**src/rtl/fft_job_sched.sv**
```systemverilog
// Job scheduler for a shared FFT core: round-robin arbitration between two requesters,
// optional config push, input trigger, completion wait and timeout abort.
module fft_job_sched #(
    parameter int TIMEOUT_CYCLES = 4096,
    parameter int NFFT           = 8
) (
    input  logic       clk,
    input  logic       rst,
    input  logic [1:0] req,
    input  logic [8:0] req_cfg0,
    input  logic [8:0] req_cfg1,
    output logic [1:0] gnt,
    output logic [1:0] done,
    output logic [1:0] err,
    output logic       busy,
    output logic [8:0] cfg_data,
    output logic       cfg_commit,
    input  logic       cfg_ack,
    output logic       in_trig,
    input  logic       out_last
);

    typedef enum logic [2:0] {
        IDLE   = 3'd0,
        CONFIG = 3'd1,
        START  = 3'd2,
        STREAM = 3'd3,
        DONE   = 3'd4,
        ERR    = 3'd5
    } state_t;

    localparam logic [31:0] TO_LAST = 32'(TIMEOUT_CYCLES - 1);

    if (NFFT < 2 || (NFFT & (NFFT - 1)) != 0) begin : g_nfft_check
        $error("fft_job_sched: NFFT must be a power of two >= 2");
    end

    state_t      r_state;
    logic        r_owner;
    logic        r_rr_ptr;
    logic        r_last_cfg_valid;
    logic [8:0]  r_last_cfg;
    logic [31:0] r_cnt;
    logic [1:0]  r_gnt;
    logic [1:0]  r_done;
    logic [1:0]  r_err;
    logic        r_busy;
    logic [8:0]  r_cfg_data;
    logic        r_cfg_commit;
    logic        r_in_trig;

    logic        w_winner;
    logic [8:0]  w_win_cfg;
    logic        w_skip;
    logic        w_timeout;
    logic [1:0]  w_owner_1h;

    // r_rr_ptr names the requester that currently holds priority.
    always_comb begin
        w_winner   = req[r_rr_ptr] ? r_rr_ptr : ~r_rr_ptr;
        w_win_cfg  = w_winner ? req_cfg1 : req_cfg0;
        w_skip     = r_last_cfg_valid && (w_win_cfg == r_last_cfg);
        w_timeout  = (r_cnt == TO_LAST);
        w_owner_1h = {r_owner, ~r_owner};
    end

    // Scheduler FSM with all outputs registered.
    always_ff @(posedge clk or posedge rst) begin
        if (rst) begin
            r_state          <= IDLE;
            r_owner          <= 1'b0;
            r_rr_ptr         <= 1'b0;
            r_last_cfg_valid <= 1'b0;
            r_last_cfg       <= 9'd0;
            r_cnt            <= 32'd0;
            r_gnt            <= 2'b00;
            r_done           <= 2'b00;
            r_err            <= 2'b00;
            r_busy           <= 1'b0;
            r_cfg_data       <= 9'd0;
            r_cfg_commit     <= 1'b0;
            r_in_trig        <= 1'b0;
        end else begin
            r_done       <= 2'b00;
            r_err        <= 2'b00;
            r_cfg_commit <= 1'b0;
            r_in_trig    <= 1'b0;
            if (r_state != IDLE) begin
                r_cnt <= r_cnt + 32'd1;
            end
            case (r_state)
                IDLE: begin
                    if (req != 2'b00) begin
                        r_owner    <= w_winner;
                        r_gnt      <= {w_winner, ~w_winner};
                        r_cfg_data <= w_win_cfg;
                        r_cnt      <= 32'd0;
                        r_busy     <= 1'b1;
                        if (w_skip) begin
                            r_state   <= START;
                            r_in_trig <= 1'b1;
                        end else begin
                            r_state      <= CONFIG;
                            r_cfg_commit <= 1'b1;
                        end
                    end
                end
                CONFIG: begin
                    if (cfg_ack) begin
                        r_last_cfg       <= r_cfg_data;
                        r_last_cfg_valid <= 1'b1;
                        r_state          <= START;
                        r_in_trig        <= 1'b1;
                    end else if (w_timeout) begin
                        r_state <= ERR;
                        r_err   <= w_owner_1h;
                    end
                end
                START: begin
                    r_state <= STREAM;
                end
                STREAM: begin
                    // Completion takes precedence over a coincident timeout.
                    if (out_last) begin
                        r_state <= DONE;
                        r_done  <= w_owner_1h;
                    end else if (w_timeout) begin
                        r_state <= ERR;
                        r_err   <= w_owner_1h;
                    end
                end
                DONE: begin
                    r_state  <= IDLE;
                    r_gnt    <= 2'b00;
                    r_busy   <= 1'b0;
                    r_rr_ptr <= ~r_owner;
                end
                ERR: begin
                    r_state          <= IDLE;
                    r_gnt            <= 2'b00;
                    r_busy           <= 1'b0;
                    r_rr_ptr         <= ~r_owner;
                    r_last_cfg_valid <= 1'b0;
                end
                default: begin
                    r_state <= IDLE;
                    r_gnt   <= 2'b00;
                    r_busy  <= 1'b0;
                end
            endcase
        end
    end

    assign gnt        = r_gnt;
    assign done       = r_done;
    assign err        = r_err;
    assign busy       = r_busy;
    assign cfg_data   = r_cfg_data;
    assign cfg_commit = r_cfg_commit;
    assign in_trig    = r_in_trig;

endmodule
```
**config.mk**
```make
export PLATFORM = sky130hd
export DESIGN_NAME = fft_job_sched
export DESIGN_NICKNAME = d
export VERILOG_FILES = /design/src/rtl/fft_job_sched.sv
export SDC_FILE = /design/constraint.sdc
export NUM_CORES = 1
export LEC_CHECK = 0
export ABC_AREA = 1
export ABC_CLOCK_PERIOD_IN_PS = 2900
export CAP_MARGIN = 40
export CORE_ASPECT_RATIO = 1.5
export CORE_UTILIZATION = 45
export CTS_CLUSTER_DIAMETER = 60
export DETAILED_ROUTE_END_ITERATION = 8
export PLACE_DENSITY = 0.77
export SYNTH_ARGS = -nofsm -noshare
export SYNTH_HDL_FRONTEND = slang
export SYNTH_SLANG_ARGS = --single-unit
```
**constraint.sdc**
```tcl
create_clock -name clk -period 2.9 [get_ports clk]
set_input_delay 0.435 -clock clk [delete_from_list [all_inputs] [get_ports clk]]
set_output_delay 0.435 -clock clk [all_outputs]
set_load 0.02 [all_outputs]
```
# Word level (Yosys, flattened, before mapping)

Cells that the tools add are included.

Output and inout bits: 18
Bits of input ports: 24
Memory bits (read-only): 0
Bits in writable memories: 0
Register bits after elaboration: 65
Latch bits: 0
Memories kept: 0

Divide/modulo/power cells: 0
Bitwise logic cells: 4
Shift operators: 0
Eq/ne operators: 9
$lt $le $gt $ge: 1
Add/sub/neg operators: 1
Muxes and demuxes: 32
Reduce and logical (&&, ||, !) cells: 11
Multipliers: 0

Operators by type and width:

| cell                                                        | number |
|---|---|
| two-way mux 32 bit                                          | 3 |
| adder 32 x 1 -> 32 bit (second input constant)              | 1 |
| equality test 32 x 12 -> 1 bit (second input constant)      | 1 |
| two-way mux 2 bit                                           | 7 |
| two-way mux 3 bit                                           | 4 |
| one-hot mux 3 bit (4 select lines)                          | 1 |
| two-way mux 1 bit                                           | 11 |
| equality test 9 bit                                         | 1 |
| two-way mux 9 bit                                           | 1 |
| one-hot mux 2 bit (2 select lines)                          | 2 |
| AND reduction 2 bit                                         | 4 |
| equality test 3 x 2 -> 1 bit (second input constant)        | 2 |
| equality test 3 bit (second input constant)                 | 2 |
| one-hot mux 1 bit (2 select lines)                          | 3 |
| != test 2 bit (second input constant)                       | 2 |
| inverter 1 bit                                              | 4 |
| nonzero test 2 bit                                          | 2 |
| equality test 3 x 1 -> 1 bit (second input constant)        | 1 |
| logical NOT 3 bit                                           | 1 |
| nonzero test 3 bit                                          | 1 |
| OR reduction 3 bit                                          | 1 |
| less-than comparator 1 x 2 -> 1 bit (second input constant) | 1 |
| OR reduction 2 bit                                          | 1 |
| logical AND 1 bit                                           | 1 |

# Logic depth before layout (Yosys ltp)

Gate-level depths: netlist of run 1.

Depth after elaboration: 9
Gate-level depth with buffers: 12
Depth with buffers taken out: 12

# Worst setup path after synthesis of run 1

OpenSTA, ideal clock, no wires.

Path type: in2reg
Start: input req[0]
End: register r_state[0]
Path buffers: 1
Data arrival time: 1402 ps
Setup slack: 1369 ps
Setup time: 129 ps
Cell stages on the path: 11
Data required time: 2771 ps
Path through: inv_1 nand2_2 nand2_4 buf_6 nand2_1 nand3_1 nand2_1 nor2_1 nand3_1 o21bai_1 a21oi_1

Longest elaborated chain between the ends: 9
Elaborated cells between the ends (all ways): 11
Those cells by class: eq/ne (2); mux (7); reduce/logical (2)

RTL lines:

| item                                                 | RTL line | source |
|---|---|---|
| from (decl)                                          | 9        | `input logic [1:0] req,` |
| two-way mux 1 bit (not written as such) (2 in a row) | 60       | `w_winner = req[r_rr_ptr] ? r_rr_ptr : ~r_rr_ptr;` |
| two-way mux 1 bit                                    | 60       |  |
| two-way mux 9 bit                                    | 61       | `w_win_cfg = w_winner ? req_cfg1 : req_cfg0;` |
| equality test 9 bit                                  | 62       | `w_skip = r_last_cfg_valid && (w_win_cfg == r_last_cfg);` |
| logical AND 1 bit                                    | 62       |  |
| two-way mux 2 bit                                    | 99       | `if (w_skip) begin` |
| two-way mux 3 bit                                    | 93       | `if (req != 2'b00) begin` |
| one-hot mux 3 bit (4 select lines)                   | 91       | `case (r_state)` |
| to (signal assigned)                                 | 70       | `r_state <= IDLE;` |
| to (signal assigned)                                 | 100      | `r_state <= START;` |
| to (signal assigned)                                 | 103      | `r_state <= CONFIG;` |
| to (decl)                                            | 38       | `state_t r_state;` |

Several ways; a longest one is shown, not always the timed one. The select of a mux whose other input is x is not followed.
A chain may end at the register's enable or synchronous reset.

# Final worst setup path of run 1

Start: input req[1]
End: register r_cnt[3]

Longest elaborated chain between the ends: 3

RTL lines:

| item                 | RTL line | source |
|---|---|---|
| nonzero test 2 bit   | 93       |  |
| two-way mux 32 bit   | 93       |  |
| two-way mux 32 bit   | 91       |  |
| to (signal assigned) | 89       | `r_cnt <= r_cnt + 32'd1;` |
| to (decl)            | 43       | `logic [31:0] r_cnt;` |

Every way passes these cells.

==> impl_results.md, run 1 <==
* Post-synthesis sequential area ratio at ~43%
* Clock Skews at between 3 and 4 ps
* Clock-pin slew on the worst setup and hold paths at approximately 50 ps
* Site Rows at 40
* Fmax at 0.469 GHz
* Sequential share of power at 33.6%
* Power density cells at around 840 nW/um^2
* Post-Syn Area per Cell at a little over 7 um^2
* Mapped cell area at ~3800 um^2
* Total power at approximately 0.0039 W
* Most common cell after layout, fill and taps aside: nand2_1
* Initial core utilization at 46.6%
* Vias/cell at ~5.2
* Num CTS Buffers at 9
* CTS tree: built
* Max Cap Viol at 0
* Final slew viol count at 0
* Synthesized instance count at between 500 and 600
* Ratio of cells with drive above 1 in the final layout at between 7 and 8%
* CP max FO at 32
* GRT Total Usage at 23.9%
* Area Growth Syn to Fin at 23.3%
* Fillers at 728
* Power share of the combinational group at between 30% and 40%
* Pre-CTS WS at between 400 and 500 ps
* Top-level I/O count at 42
* Hpwl dp at between 6000 and 7000 um
* Largest net degree at the start of global routing at 34
* Worst EP required at 3150 ps
* HP Class: reg2reg
* Hold path cells at 1
* Vias in the first global route at roughly 3600
* End of the worst hold path: err[0]$_DFF_PP0_
* WP data arrival at between 2000 and 2500 ps
* IO Port Bufs at 41
* Min Clock Period, post-route at around 2100 ps
* Cts repair resizes at 0
* Nets at 597
* Post-synth cell types at 36
* Die span in y at 114 um
* Commonest cells after routing, fill and taps aside: nand2_1 (142), inv_1 (80), dfrtp_1 (65), nor2_1 (58), nand3_1 (51)
* Die Wd at between 70 and 80 um
* Max_slew headroom at between 50% and 60%
* Reg-to-Reg Start: r_state[1]$_DFFE_PP0P_
* Fin. Hold Viols at 0
* Sw power at about 0.0014 W
* Syn nets at around 550
* Clk_lat worst skew at between 300 and 400 ps
* Pre-antenna DRT Iters at 4
* Worst hold start: r_owner$_DFFE_PP0P_
* Status: completed
* Drt drc at 0
* First-pass GRT wire length at 16200 um
* Met1 GRT Util at about a quarter
* Worst R2R Path Depth at 6
* Final worst setup slack at around 770 ps
* Crit Path Category: in2reg
* CTS Buffer Depth at 2
* Setup TNS at 0 ps
* R2R Setup Slk at a little under 900 ps
* Clock Sinks at 65
* DIE AREA at a little under 9000 um^2
* Worst-Margin Slew at between 700 and 800 ps
* GR peak layer: met2
* DRT antenna net count at 0
* Average wire per standard cell at between 10 and 15 um
* Crit end category: flip-flop
* Final Cycle Share at 73.5%
* M3 GR Usage at under 10%
* Hold_buf cts at 0
* Htree depth at 3
* LEAKAGE at between 2 and 2.5 nW
* Final setup violation count at 0
* RSZ-0062 raised after global routing: false
* Worst R2R End: r_cnt[11]$_DFF_PP0_
* Gr ovfl total at 0
* Core Box Area at around 8000 um^2
* P_int at roughly 0.0025 W
* Clock power frac at 32.8%
* Startpoint Class: primary input
* Initial DRC Count at about 260
* Sw frac at a little over a third
* Initial antenna violation count at 0
* Via count at between 3000 and 4000
* Peak VDD IR at 480 uV
* Post-CTS Setup Bufs at 0
* Routed Wire Length at between 9000 and 10000 um
* Ys Warns at 0
* Met2 Usage GRT at between 40% and 50%
* Area after DPL at approximately 4300 um^2
* Number of synthesized register bits at 65
* Antenna cells at 0
* CTS root buf: clkbuf_16
* Final instance area at around 4600 um^2
* Placer's final routability congestion estimate at 0.954
==> worst max-delay path: stages <==
cell and delay, ps:
clkdlybuf4s50_1 460, nor2_1 430, nor2_4 210, inv_2 430
o21ai_0 210, a21oi_1 180
==> sequential cells by signal, summed over array words and instances, names as in the netlist, 2 cells and up <==
register and count:
done 2, r_state 3, cfg_data 9, r_last_cfg 9
gnt 2, err 2, r_cnt 32
==> layer usage <==
metal | vias up | part of all wire (%)
met5 | - | 0
li1 | 1780 | -
met3 | 20 | 3.4
met2 | 85 | 56
met1 | 1665 | 38
met4 | 0 | 2.6
==> logic make-up after synthesis <==
group	count (synthesis)	share of synthesized area, %
compound gates	60	8.67
mux	3	0.867
flops	65	43.4
simple gates	304	36.8
xor+xnor	1	0.234
buf+inv	92	9.74
fa+ha+maj	1	0.334
==> through the flow <==
| step | hold WS (ps) | cells | utilization [%] |
|---|---|---|---|
| floorplan | 440 | 526 | - |
| global placement | 467 | 666 | 53.0 |
| detailed placement | 467 | 666 | 53.0 |
| CTS | 478 | 682 | 57.4 |
| global route | 507 | 682 | 57.4 |
| finish | 477 | 682 | 57.4 |
==> cell usage after synthesis (all sizes together) <==
cell type / n / area, um^2
o21ai: 34 / 170
nor4: 3 / 18.8
nand3b: 4 / 30.0
nor2: 64 / 270
nand4: 12 / 75.1
buf: 6 / 42.5
ha: 1 / 12.5
and2: 2 / 12.5
nand2: 150 / 588
mux2: 2 / 22.5
mux2i: 1 / 10.0
a21oi: 17 / 85.1
clkbuf: 2 / 7.51
a31oi: 1 / 6.26
o22ai: 2 / 12.5
xor2: 1 / 8.76
o31ai: 3 / 27.5
nor3: 16 / 103
nand3: 53 / 283
dfrtp: 65 / 1630
a22o: 1 / 8.76
inv: 84 / 315
o21a: 1 / 7.51
o21bai: 1 / 7.51
==> layout make-up <==
type                    count  area [um^2]  area share, %
multi-input cells         369         1760           38.0
flip-flops and latches     65         1630           35.2
repair buffers             43          438           9.47
inverters                  84          315           6.82
clock buffers              10          239           5.17
well taps                 105          131           2.84
clock inverters             6          115           2.49
==> power by group through the flow <==
stage               clock network (W)  logic [W]  registers (W)
global placement                    0    0.00126        0.00130
detailed placement                  0    0.00130        0.00131
global route                  0.00134    0.00146        0.00133
finish                        0.00127    0.00130        0.00130
floorplan                           0   0.000761        0.00139
CTS                           0.00129    0.00132        0.00130
==> worst max-delay path by stage <==
| stage | slack, ps | cells past startpoint | start | endpoint |
|---|---|---|---|---|
| floorplan | 840 | 1 | rst | busy$_DFFE_PP0P_ |
| global placement | 500 | 7 | req[1] | r_cnt[10]$_DFF_PP0_ |
| detailed placement | 410 | 7 | req[1] | r_cnt[10]$_DFF_PP0_ |
| CTS | 750 | 7 | req[1] | r_cnt[10]$_DFF_PP0_ |
| global route | 570 | 7 | req[1] | r_cnt[10]$_DFF_PP0_ |
| finish | 770 | 6 | req[1] | r_cnt[3]$_DFF_PP0_ |
(Power assumes the default switching activity.)
==> run 2, diff against run 1 <==
Settings changed: ABC_CLOCK_PERIOD_IN_PS 2900 to 1900, PLACE_DENSITY 0.77 to 0.8.
Clock period 2.9 ns to 1.9 ns, I/O delays scaled along.
==> run 2 against run 1 <==
First-iteration DRC count fell by 31%. Routed wire length fell by 1.1%. Sequential power rose by 54%. Clock skew rose by 2.7 ps. Cell area rose by 3.8%. Worst setup slack got worse by 590 ps. Clock power rose by 43%. Critical path depth rose by 4. Clock-buffer cell count did not move. Utilization rose by 2.2 points. Critical endpoint is now in_trig$_DFF_PP0_. Largest cell class unchanged.
==> impl_results.md, run 2 (same netlist as run 1, synthesis figures left out) <==
* Fin. Hold Viols at 0 (unchanged)
* CP max FO at 9 (was 32)
* Via count at 3668 (was 3550)
* WP data arrival at 1970 ps (was 2380 ps)
* FF/Latch Area at 1630 um^2 (about the same)
* Initial DRC Count at 182 (was 263)
* Setup TNS at 0 ps (unchanged)
* Crit end category: flip-flop (unchanged)
* Placer's final routability congestion estimate at 0.911 (was 0.954)
* Pre-CTS WS at -127 ps (was 413 ps)
* Max Cap Viol at 0 (unchanged)
* Final slew viol count at 0 (unchanged)
* Clock Sinks at 65 (unchanged)
* Final worst setup slack at 179 ps (was 767 ps)
* Final Cycle Share at around nine tenths
* CTS tree: built (unchanged)
* Largest register FFs at 32 (unchanged)
* Worst EP required at 2150 ps (was 3150 ps)
* Ratio of cells with drive above 1 in the final layout at 11.5% (was 7.45%)
* CTS Buffer Depth at 2 (unchanged)
* Worst R2R Path Depth at 10 (was 6)
* Final setup violation count at 0 (unchanged)
* Reg-to-Reg Start: r_rr_ptr$_DFFE_PP0P_ (was r_state[1]$_DFFE_PP0P_)
* Max_slew headroom at 77.1% (was 52.6%)
* Crit-path max cell delay at 440 ps (was 460 ps)
* Die Wd at 76.5 um (unchanged)
* Power density cells at 1250 nW/um^2 (was 838 nW/um^2)
* Area Growth Syn to Fin at 28.0% (was 23.3%)
* Antenna cells at 0 (unchanged)
* Crit Path Category: reg2reg (was in2reg)
* DIE AREA at 8710 um^2 (unchanged)
* Num CTS Buffers at 9 (unchanged)
* LEAKAGE at 2.28 nW (was 2.19 nW)
* Clock-pin slew on the worst setup and hold paths at 60 ps (was 50 ps)
* Site Rows at 40 (unchanged)
* Vias in the first global route at 3632 (was 3560)
* Hold_buf cts at 0 (unchanged)
* Largest Register: r_cnt (unchanged)
* RSZ-0062 raised after global routing: false (unchanged)
* Nets at 619 (was 597)
* HP Class: in2async (was reg2reg)
* Htree depth at 3 (unchanged)
* GRT Total Usage at 23.3% (was 23.9%)
* Vias/cell at 5.21 (about the same)
* Fmax at 0.581 GHz
* CP cell instances: inv_1 > nand2_1 > nand2_2 > nand2_1 > nand3b_1 > nand2_1 > nor2_1 > nand3_1 > buf_4 > o31ai_2 (was clkdlybuf4s50_1 > nor2_1 > nor2_4 > inv_2 > o21ai_0 > a21oi_1)
* Most common cell after layout, fill and taps aside: nand2_1 (unchanged)
* Largest net degree at the start of global routing at 46 (was 34)
* Worst-Margin Slew at 341 ps (was 709 ps)
* Routed Wire Length at 9320 um (was 9410 um)
* Peak VDD IR at 638 uV (was 480 uV)
* Gr ovfl total at 0 (unchanged)
* Final instance area at 4800 um^2 (was 4620 um^2)
* Initial antenna violation count at 0 (unchanged)
* Fin cells at 704 (was 682)
* DRT antenna net count at 0 (unchanged)
* Worst R2R End: in_trig$_DFF_PP0_ (was r_cnt[11]$_DFF_PP0_)
* Commonest cells after routing, fill and taps aside: nand2_1 (141), inv_1 (80), dfrtp_1 (64), nor2_1 (57), nand3_1 (51) (was nand2_1 (142), inv_1 (80), dfrtp_1 (65), nor2_1 (58), nand3_1 (51))
* IO Port Bufs at 41 (unchanged)
* Multi-input gate area at 1790 um^2 (was 1760 um^2)
* Hpwl dp at 7050 um (was 6880 um)
* Startpoint Class: flip-flop (was primary input)
* Status: completed (unchanged)
* DP Cell Count at 688 (was 666)
* Clock Skews at 6.30 ps (was 3.57 ps)
* First-pass GRT wire length at 16100 um (was 16200 um)
* Slowest CP cell: dfrtp_2 (was clkdlybuf4s50_1)
* Die span in y at 114 um (unchanged)
* Fillers at 714 (was 728)
* Drt drc at 0 (unchanged)
* Initial core utilization at 46.6% (unchanged)
* Area after DPL at 4440 um^2 (was 4270 um^2)
* CTS root buf: clkbuf_16 (unchanged)
* CP bufs+invs at 2 (unchanged)
* Clk_lat worst skew at 340 ps (was 330 ps)
* Min Clock Period, post-route at 1720 ps
* Average wire per standard cell at 13.2 um (was 13.8 um)
* Pre-antenna DRT Iters at 4 (unchanged)
* Worst path depth at 10 (was 6)
* R2R Setup Slk at 180 ps (was 880 ps)
* Min Hold Slack at 362 ps (was 477 ps)
* Most used cell, CP: nand2_1
* Top-level I/O count at 42 (unchanged)
* Delay-heaviest family, CP: simple AND/OR/NAND/NOR gates (was buffers and inverters)
* Core Box Area at 8060 um^2 (unchanged)
run 2: changes by cell type in the layout (fill, tap and decap cells not counted), sizes merged:
cell and change:
buf +22, clkinvlp +1, bufinv -1
run 2: routing by layer:
| metal | vias up | track usage (%) | wire (um) | share of wire (%) |
|---|---|---|---|---|
| li1 | 1826 | - | - | - |
| met1 | 1731 | 24.4 | 3590 | 39 |
| met2 | 86 | 44.6 | 5120 | 55 |
| met3 | 25 | 3.68 | 327 | 3.5 |
| met4 | 0 | 11.9 | 280 | 3.0 |
| met5 | - | 0 | 0 | 0 |
run 2: what timing repair did:
action	CTS	global route
endpoints found under the setup margin	0	10
resized for setup	0	7
buffers inserted	0	0
run 2: through the flow:
step / total power [W] / util (%)
6_report: 0.00602 / 59.6
5_1_grt: 0.00640 / 59.6
4_1_cts: 0.00603 / 59.2
3_5_place_dp: 0.00419 / 55.1
3_3_place_gp: 0.00411 / 55.1
2_1_floorplan: 0.00328 / -
run 2: how the worst max path moves through the flow:
| stage | startpoint | end | slack [ps] |
|---|---|---|---|
| finish | r_rr_ptr$_DFFE_PP0P_ | in_trig$_DFF_PP0_ | 180 |
| floorplan | r_rr_ptr$_DFFE_PP0P_ | r_state[0]$_DFFE_PP0P_ | 380 |
| global route | r_state[1]$_DFFE_PP0P_ | r_cnt[21]$_DFF_PP0_ | 9 |
| global placement | req[0] | in_trig$_DFF_PP0_ | -40 |
| detailed placement | req[0] | r_state[0]$_DFFE_PP0P_ | -130 |
| CTS | r_cnt[0]$_DFF_PP0_ | err[1]$_DFF_PP0_ | 110 |
run 2: worst reg2reg max path, cell delays in order, from the launching register on:
cell and delay [ps]:
dfrtp_2 440, inv_1 130, nand2_1 100, nand2_2 170, nand2_1 100, nand3b_1 90, nand2_1 50, nor2_1 120
nand3_1 130, buf_4 160, o31ai_2 160
run 2: cell type report:
| cell class | instances | share of cell area [%] |
|---|---|---|
| Multi-Input combinational cell | 369 | 37.3 |
| Tap cell | 105 | 2.74 |
| Inverter | 84 | 6.65 |
| Sequential cell | 65 | 33.9 |
| Timing Repair Buffer | 65 | 12.6 |
| Clock inverter | 6 | 1.88 |
| Clock buffer | 10 | 4.98 |
run 2: power by group:
group          switching, W  internal, W
registers          0.000283      0.00172
logic               0.00129     0.000908
clock network      0.000625      0.00119
==> run 3, diff against run 2 <==
Settings changed: SKIP_CTS_REPAIR_TIMING set to 1.
==> results of run 3 <==
No change in the layout: final DEF, timing and power equal those of run 2.
